`src/rtl/up_sampler_pkg.sv`:
```
// Shared types and sizing helpers for the 2x nearest-neighbour upsampler.
package up_sampler_pkg;

  // Controller states: pass 0 fetches and emits live pixels, replay re-emits the row.
  typedef enum logic [2:0] {
    FETCH,
    WAIT,
    EMIT0,
    EMIT1,
    RLOAD,
    REMIT0,
    REMIT1
  } state_t;

  // Counter width for a range of n values, never narrower than one bit.
  function automatic int cnt_w(input int n);
    return (n > 1) ? $clog2(n) : 1;
  endfunction

endpackage

```
`src/rtl/line_buffer.sv`:
```
// One-row pixel store: simple dual-port RAM with a registered read port.
module line_buffer
  import up_sampler_pkg::*;
#(
  parameter int DEPTH  = 320,
  parameter int DATA_W = 8,
  parameter int ADDR_W = cnt_w(DEPTH)
) (
  input  logic              clk,
  input  logic              wr_en,
  input  logic [ADDR_W-1:0] wr_addr,
  input  logic [DATA_W-1:0] wr_data,
  input  logic              rd_en,
  input  logic [ADDR_W-1:0] rd_addr,
  output logic [DATA_W-1:0] rd_data
);

  logic [DATA_W-1:0] mem [DEPTH];

  // Write port: store the pixel fetched during pass 0.
  always_ff @(posedge clk) begin
    if (wr_en) mem[wr_addr] <= wr_data;
  end

  // Read port: one-cycle latency, output holds until the next read.
  always_ff @(posedge clk) begin
    if (rd_en) rd_data <= mem[rd_addr];
  end

endmodule

```
`src/rtl/up_sampler.sv`:
```
// 2x nearest-neighbour upsampler: each input pixel is emitted twice, and each
// completed row is replayed from the line buffer to double it vertically.
module up_sampler
  import up_sampler_pkg::*;
#(
  parameter int IN_WIDTH  = 320,
  parameter int IN_HEIGHT = 240,
  parameter int DATA_W    = 8
) (
  input  logic              clk,
  input  logic              rst,
  input  logic              src_empty,
  output logic              src_rd_en,
  input  logic              src_valid,
  input  logic [DATA_W-1:0] src_data,
  output logic              out_valid,
  input  logic              out_ready,
  output logic [DATA_W-1:0] out_data,
  output logic              out_sof,
  output logic              out_eol,
  output logic              frame_done
);

  localparam int COL_W = cnt_w(IN_WIDTH);
  localparam int ROW_W = cnt_w(IN_HEIGHT);
  localparam logic [COL_W-1:0] COL_LAST = COL_W'(IN_WIDTH - 1);
  localparam logic [ROW_W-1:0] ROW_LAST = ROW_W'(IN_HEIGHT - 1);

  state_t            state, state_nxt;
  logic [COL_W-1:0]  col, col_nxt;
  logic [ROW_W-1:0]  row, row_nxt;
  logic              done_nxt;
  logic              lb_wr_en, lb_rd_en;
  logic              col_last, row_last;
  logic [DATA_W-1:0] hold_p1;
  logic [DATA_W-1:0] replay_p1;

  assign col_last = (col == COL_LAST);
  assign row_last = (row == ROW_LAST);

  // Output strobes decode directly from the state so they stay stable during stalls.
  always_comb begin
    out_valid = 1'b0;
    out_data  = '0;
    out_sof   = 1'b0;
    out_eol   = 1'b0;
    case (state)
      EMIT0: begin
        out_valid = 1'b1;
        out_data  = hold_p1;
        out_sof   = (col == '0) && (row == '0);
      end
      EMIT1: begin
        out_valid = 1'b1;
        out_data  = hold_p1;
        out_eol   = col_last;
      end
      REMIT0: begin
        out_valid = 1'b1;
        out_data  = replay_p1;
      end
      REMIT1: begin
        out_valid = 1'b1;
        out_data  = replay_p1;
        out_eol   = col_last;
      end
      default: ;
    endcase
  end

  // Next-state, counter updates and FIFO/line-buffer strobes.
  always_comb begin
    state_nxt = state;
    col_nxt   = col;
    row_nxt   = row;
    done_nxt  = 1'b0;
    src_rd_en = 1'b0;
    lb_wr_en  = 1'b0;
    lb_rd_en  = 1'b0;
    case (state)
      FETCH: begin
        // Reading only from FETCH keeps a single read outstanding.
        if (!src_empty && !rst) begin
          src_rd_en = 1'b1;
          state_nxt = WAIT;
        end
      end
      WAIT: begin
        if (src_valid) begin
          lb_wr_en  = 1'b1;
          state_nxt = EMIT0;
        end
      end
      EMIT0: begin
        if (out_ready) state_nxt = EMIT1;
      end
      EMIT1: begin
        if (out_ready) begin
          if (col_last) begin
            col_nxt   = '0;
            state_nxt = RLOAD;
          end else begin
            col_nxt   = col + 1'b1;
            state_nxt = FETCH;
          end
        end
      end
      RLOAD: begin
        lb_rd_en  = 1'b1;
        state_nxt = REMIT0;
      end
      REMIT0: begin
        if (out_ready) state_nxt = REMIT1;
      end
      REMIT1: begin
        if (out_ready) begin
          if (col_last) begin
            col_nxt   = '0;
            row_nxt   = row_last ? '0 : row + 1'b1;
            done_nxt  = row_last;
            state_nxt = FETCH;
          end else begin
            col_nxt   = col + 1'b1;
            state_nxt = RLOAD;
          end
        end
      end
      default: state_nxt = FETCH;
    endcase
  end

  // Control registers: state, position counters and the end-of-frame pulse.
  always_ff @(posedge clk) begin
    if (rst) begin
      state      <= FETCH;
      col        <= '0;
      row        <= '0;
      frame_done <= 1'b0;
    end else begin
      state      <= state_nxt;
      col        <= col_nxt;
      row        <= row_nxt;
      frame_done <= done_nxt;
    end
  end

  // Pass-0 hold register: captures the fetched pixel; data only, no reset.
  always_ff @(posedge clk) begin
    if (lb_wr_en) hold_p1 <= src_data;
  end

  line_buffer #(
    .DEPTH  (IN_WIDTH),
    .DATA_W (DATA_W),
    .ADDR_W (COL_W)
  ) u_line_buffer (
    .clk     (clk),
    .wr_en   (lb_wr_en),
    .wr_addr (col),
    .wr_data (src_data),
    .rd_en   (lb_rd_en),
    .rd_addr (col),
    .rd_data (replay_p1)
  );

endmodule

```
`config.mk`:
```
export PLATFORM = sky130hd
export DESIGN_NAME = up_sampler
export DESIGN_NICKNAME = d
export VERILOG_FILES = /design/src/rtl/up_sampler_pkg.sv /design/src/rtl/line_buffer.sv /design/src/rtl/up_sampler.sv
export SDC_FILE = /design/constraint.sdc
export NUM_CORES = 2
export LEC_CHECK = 0
export BUFFER_PORTS_ARGS = -buffer_cell sky130_fd_sc_hd__buf_2
export CELL_PAD_IN_SITES_DETAIL_PLACEMENT = 1
export CELL_PAD_IN_SITES_GLOBAL_PLACEMENT = 2
export CORE_MARGIN = 8
export CORE_UTILIZATION = 40
export CTS_BUF_LIST = sky130_fd_sc_hd__clkbuf_16
export DETAILED_ROUTE_END_ITERATION = 10
export GPL_TIMING_DRIVEN = 0
export PLACE_DENSITY_LB_ADDON = 0.1
export SETUP_SLACK_MARGIN = 0.5
export SLEW_MARGIN = 20
export SYNTH_ARGS = -nofsm -noshare
export SYNTH_HDL_FRONTEND = slang
export SYNTH_SLANG_ARGS = --single-unit
export TNS_END_PERCENT = 10
```
`constraint.sdc`:
```
create_clock -name clk -period 5.4 [get_ports clk]
set_input_delay 1.35 -clock clk [delete_from_list [all_inputs] [get_ports clk]]
set_output_delay 1.35 -clock clk [all_outputs]
set_load 0.02 [all_outputs]
```
==> results by group <==
Run status
  • Outcome: finished, final reports clean

Floorplan
  • # IOs: 26
  • Starting Density: 0.401
  • DIE WIDTH: about 520 um
  • Core Area: ~0.25 mm^2
  • Total die area: 0.270 mm^2
  • # rows: 185
  • Die Y: 520 um

Timing
  • Setup slack after layout: 144 ps
  • Final Hold Viols: 0
  • Setup violators final: 0
  • Max-slew violations: 0
  • Max_slew headroom: 0.179
  • Max Fclk: 190 MHz
  • Fin crit share: 0.973
  • Setup Skew: 61.6 ps
  • Worst-Margin Slew: 1230 ps
  • RSZ-0062 raised after global routing: yes
  • Min cycle time layout: about 5300 ps
  • Setup_tns: 0 ps

Cells and area
  • Commonest non-fill, non-tap cell in the layout: edfxtp_1
  • Reg area: 0.0778 mm^2
  • Design area: 0.118 mm^2
  • Layout cells sized above 1: 0.270
  • Fill count: ~23,000
  • Most frequent cells in the layout: edfxtp_1, mux4_2, nor2_1
  • Fin nets: ~5,300
  • Syn-to-layout area delta: 16.1%
  • Multi-input gate area: approximately 0.022 mm^2

CTS
  • CTS clk-pin slew, worst paths: approximately 70 ps
  • Worst-Skew Late Latency: 970 ps
  • # clock sinks: 2,597
  • CTS tree: built
  • H-tree levels: 5
  • Num CTS Buffers: 299
  • Clock tree buffer depth: 4
  • Clk root buf: clkbuf_16

Synth
  • Synth top area cells: edfxtp_1, mux4_2, mux2i_1
  • Synth Instances: 4,821
  • Synth Net Count: 4,840
  • Post-Syn Area per Cell: between 20 and 25 um^2
  • Top FF cell, synth: edfxtp_1
  • Sequential share of the synthesized area: 0.767
  • Netlist cell types: 76
  • Number of synthesized flops with an enable pin: 2,576
  • Area leader, netlist: edfxtp_1
  • Yosys warning count: 0
  • Async S/R FF share, synth: 0
  • #FFs+latches synth: 2,597
  • Synth top area share: 0.763
  • Syn Std Cell Area: around 0.10 mm^2

Run
  • Max-Cap Viols: 0

Routing
  • Total Wirelength: 460,000 um
  • DRT iter0 DRCs: 10,700
  • Post-route ant nets: 0
  • Via count: 58,500
  • Post-DR vias/cell: 6.62
  • Drc violations: 0
  • Routed WL per cell: 52.1 um
  • Drt pass-1 iters: 6

Placed design
  • Dpl ws: -2170 ps
  • Port bufs: 24
  • RePlAce Congestion: 0.968
  • Area post-placement: 0.108 mm^2
  • Final HPWL DP: 301,000 um

Worst setup path
  • Buf/Inv on CP: 6
  • Cells along the critical path: buf_2 > buf_2 > buf_6 > buf_6 > clkbuf_4 > clkbuf_2 > a21oi_1 > a22o_1 > o21ai_1 > nand4_1
  • Critical Path AT: 5820 ps
  • Crit Path Class: register to register
  • Top delay family on crit path: buffers and inverters
  • Data required, critical path: just under 6000 ps
  • CP max-delay cell: clkbuf_2
  • CP peak stage delay: 570 ps
  • Worst Setup End Kind: register
  • Peak fanout along the critical path: 13
  • Critical Path Start Type: register

GRT
  • Number of global-route vias before repair: between 50,000 and 60,000
  • Gr ovfl total: 0
  • Antenna violations before repair: 58
  • Total Routing Usage GR: 0.334
  • First-pass GRT wire length: 585,000 um
  • Largest net degree at the start of global routing: 122

Min path
  • Worst min-delay path category: register to register

Power and ir drop
  • Pwr dens: ~360 mW/mm^2
  • Max IR drop VDD: 0.372 mV
  • Static leakage: 0.0356 uW
  • Total power: 42,000 uW
==> path summary, 6_finish.rpt <==
kind | start | endpoint | slack [ps] | depth (start not counted)
setup / recovery | col[2]$_SDFFE_PP0P_ | u_line_buffer.rd_data[4]$_DFFE_PN_ | 140 | 10
hold reg to reg | row[7]$_SDFFE_PP0P_ | row[7]$_SDFFE_PP0P_ | 550 | 2
setup reg to reg | col[2]$_SDFFE_PP0P_ | u_line_buffer.rd_data[4]$_DFFE_PN_ | 140 | 10
hold / removal | row[7]$_SDFFE_PP0P_ | row[7]$_SDFFE_PP0P_ | 550 | 2
==> repair_timing <==
action | 4_1_cts | 5_1_grt
setup endpoints to repair | 2357 | 325
hold buffers | 0 | 0
pin swaps | 2 | 3
setup buffers | 6 | 13
resized for setup | 228 | 64
==> worst min-delay path: cells and delay by family, from the launching register on <==
family / cells / cell delay [ps]
flip-flops: 1 / 350
AO/OA/AOI/OAI: 2 / 150
==> Yosys cell counts, drive strengths merged, types with 4 or more instances <==
library cell     n
o221ai          12
nand4b           4
a21oi           56
xnor2            7
a22o            11
a32o            11
a2111oi          7
or4              4
a31oi            7
nor3            23
ha               6
xor2             8
nor3b            6
o211ai          12
nand2b           8
edfxtp        2576
nand4           18
o31ai            8
nor2           380
a22oi           72
a211oi          15
or3              7
nor4            13
mux4           616
clkbuf         101
dfxtp           21
mux2i          231
inv             18
nor2b           15
a221oi           4
nand2          113
and2            15
and3            11
o21ai           48
a32oi            4
a21o             5
mux2            19
nand3           35
buf            200
o22ai           51
==> metrics by stage <==
stage	hold WS, ps	std cells	utilization
3_3_place_gp	511	8211	0.418
2_1_floorplan	471	4821	-
4_1_cts	547	8789	0.464
6_report	547	8826	0.465
3_5_place_dp	539	8281	0.425
5_1_grt	574	8803	0.465
==> flip-flops by register name (all words and copies together) (netlist names) <==
signal and cells:
u_line_buffer.mem 2560, col 9, hold_p1 8, row 8, u_line_buffer.rd_data 8, state 3, frame_done 1
==> kinds of logic after synthesis <==
logic type	count (synthesis)	share of synthesized area
compound gates	353	0.0241
fa+ha+maj	6	0.000740
simple gates	664	0.0287
mux	866	0.162
flops	2597	0.767
buf+inv	320	0.0165
xor+xnor	15	0.00130
==> layer usage <==
| layer | global-route usage | up-vias | routed length (um) | part of all wire |
|---|---|---|---|---|
| li1 | - | 21000 | - | - |
| met1 | 0.447 | 32400 | 176000 | 0.38 |
| met2 | 0.497 | 4174 | 203000 | 0.44 |
| met3 | 0.0972 | 886 | 52500 | 0.11 |
| met4 | 0.177 | 16 | 28700 | 0.062 |
| met5 | 0 | - | 114 | 0.00025 |
==> where the power goes <==
group	total (uW)	leakage [uW]	switching (uW)	internal [uW]
combinational	570	0.00765	465	105
clock	19300	0.00465	8260	11000
sequential	22200	0.0233	1.95	22200
==> final cells by class <==
| class | instances | area share |
|---|---|---|
| Tap cell | 3366 | 0.0358 |
| Clock buffer | 304 | 0.0646 |
| Inverter | 19 | 0.000648 |
| Multi-Input combinational cell | 1904 | 0.189 |
| Antenna cell | 24 | 0.000510 |
| Clock inverter | 198 | 0.0114 |
| Buffer | 301 | 0.0208 |
| Timing Repair Buffer | 113 | 0.0164 |
| Sequential cell | 2597 | 0.660 |
Note: power is estimated with default switching activity, not from simulation.
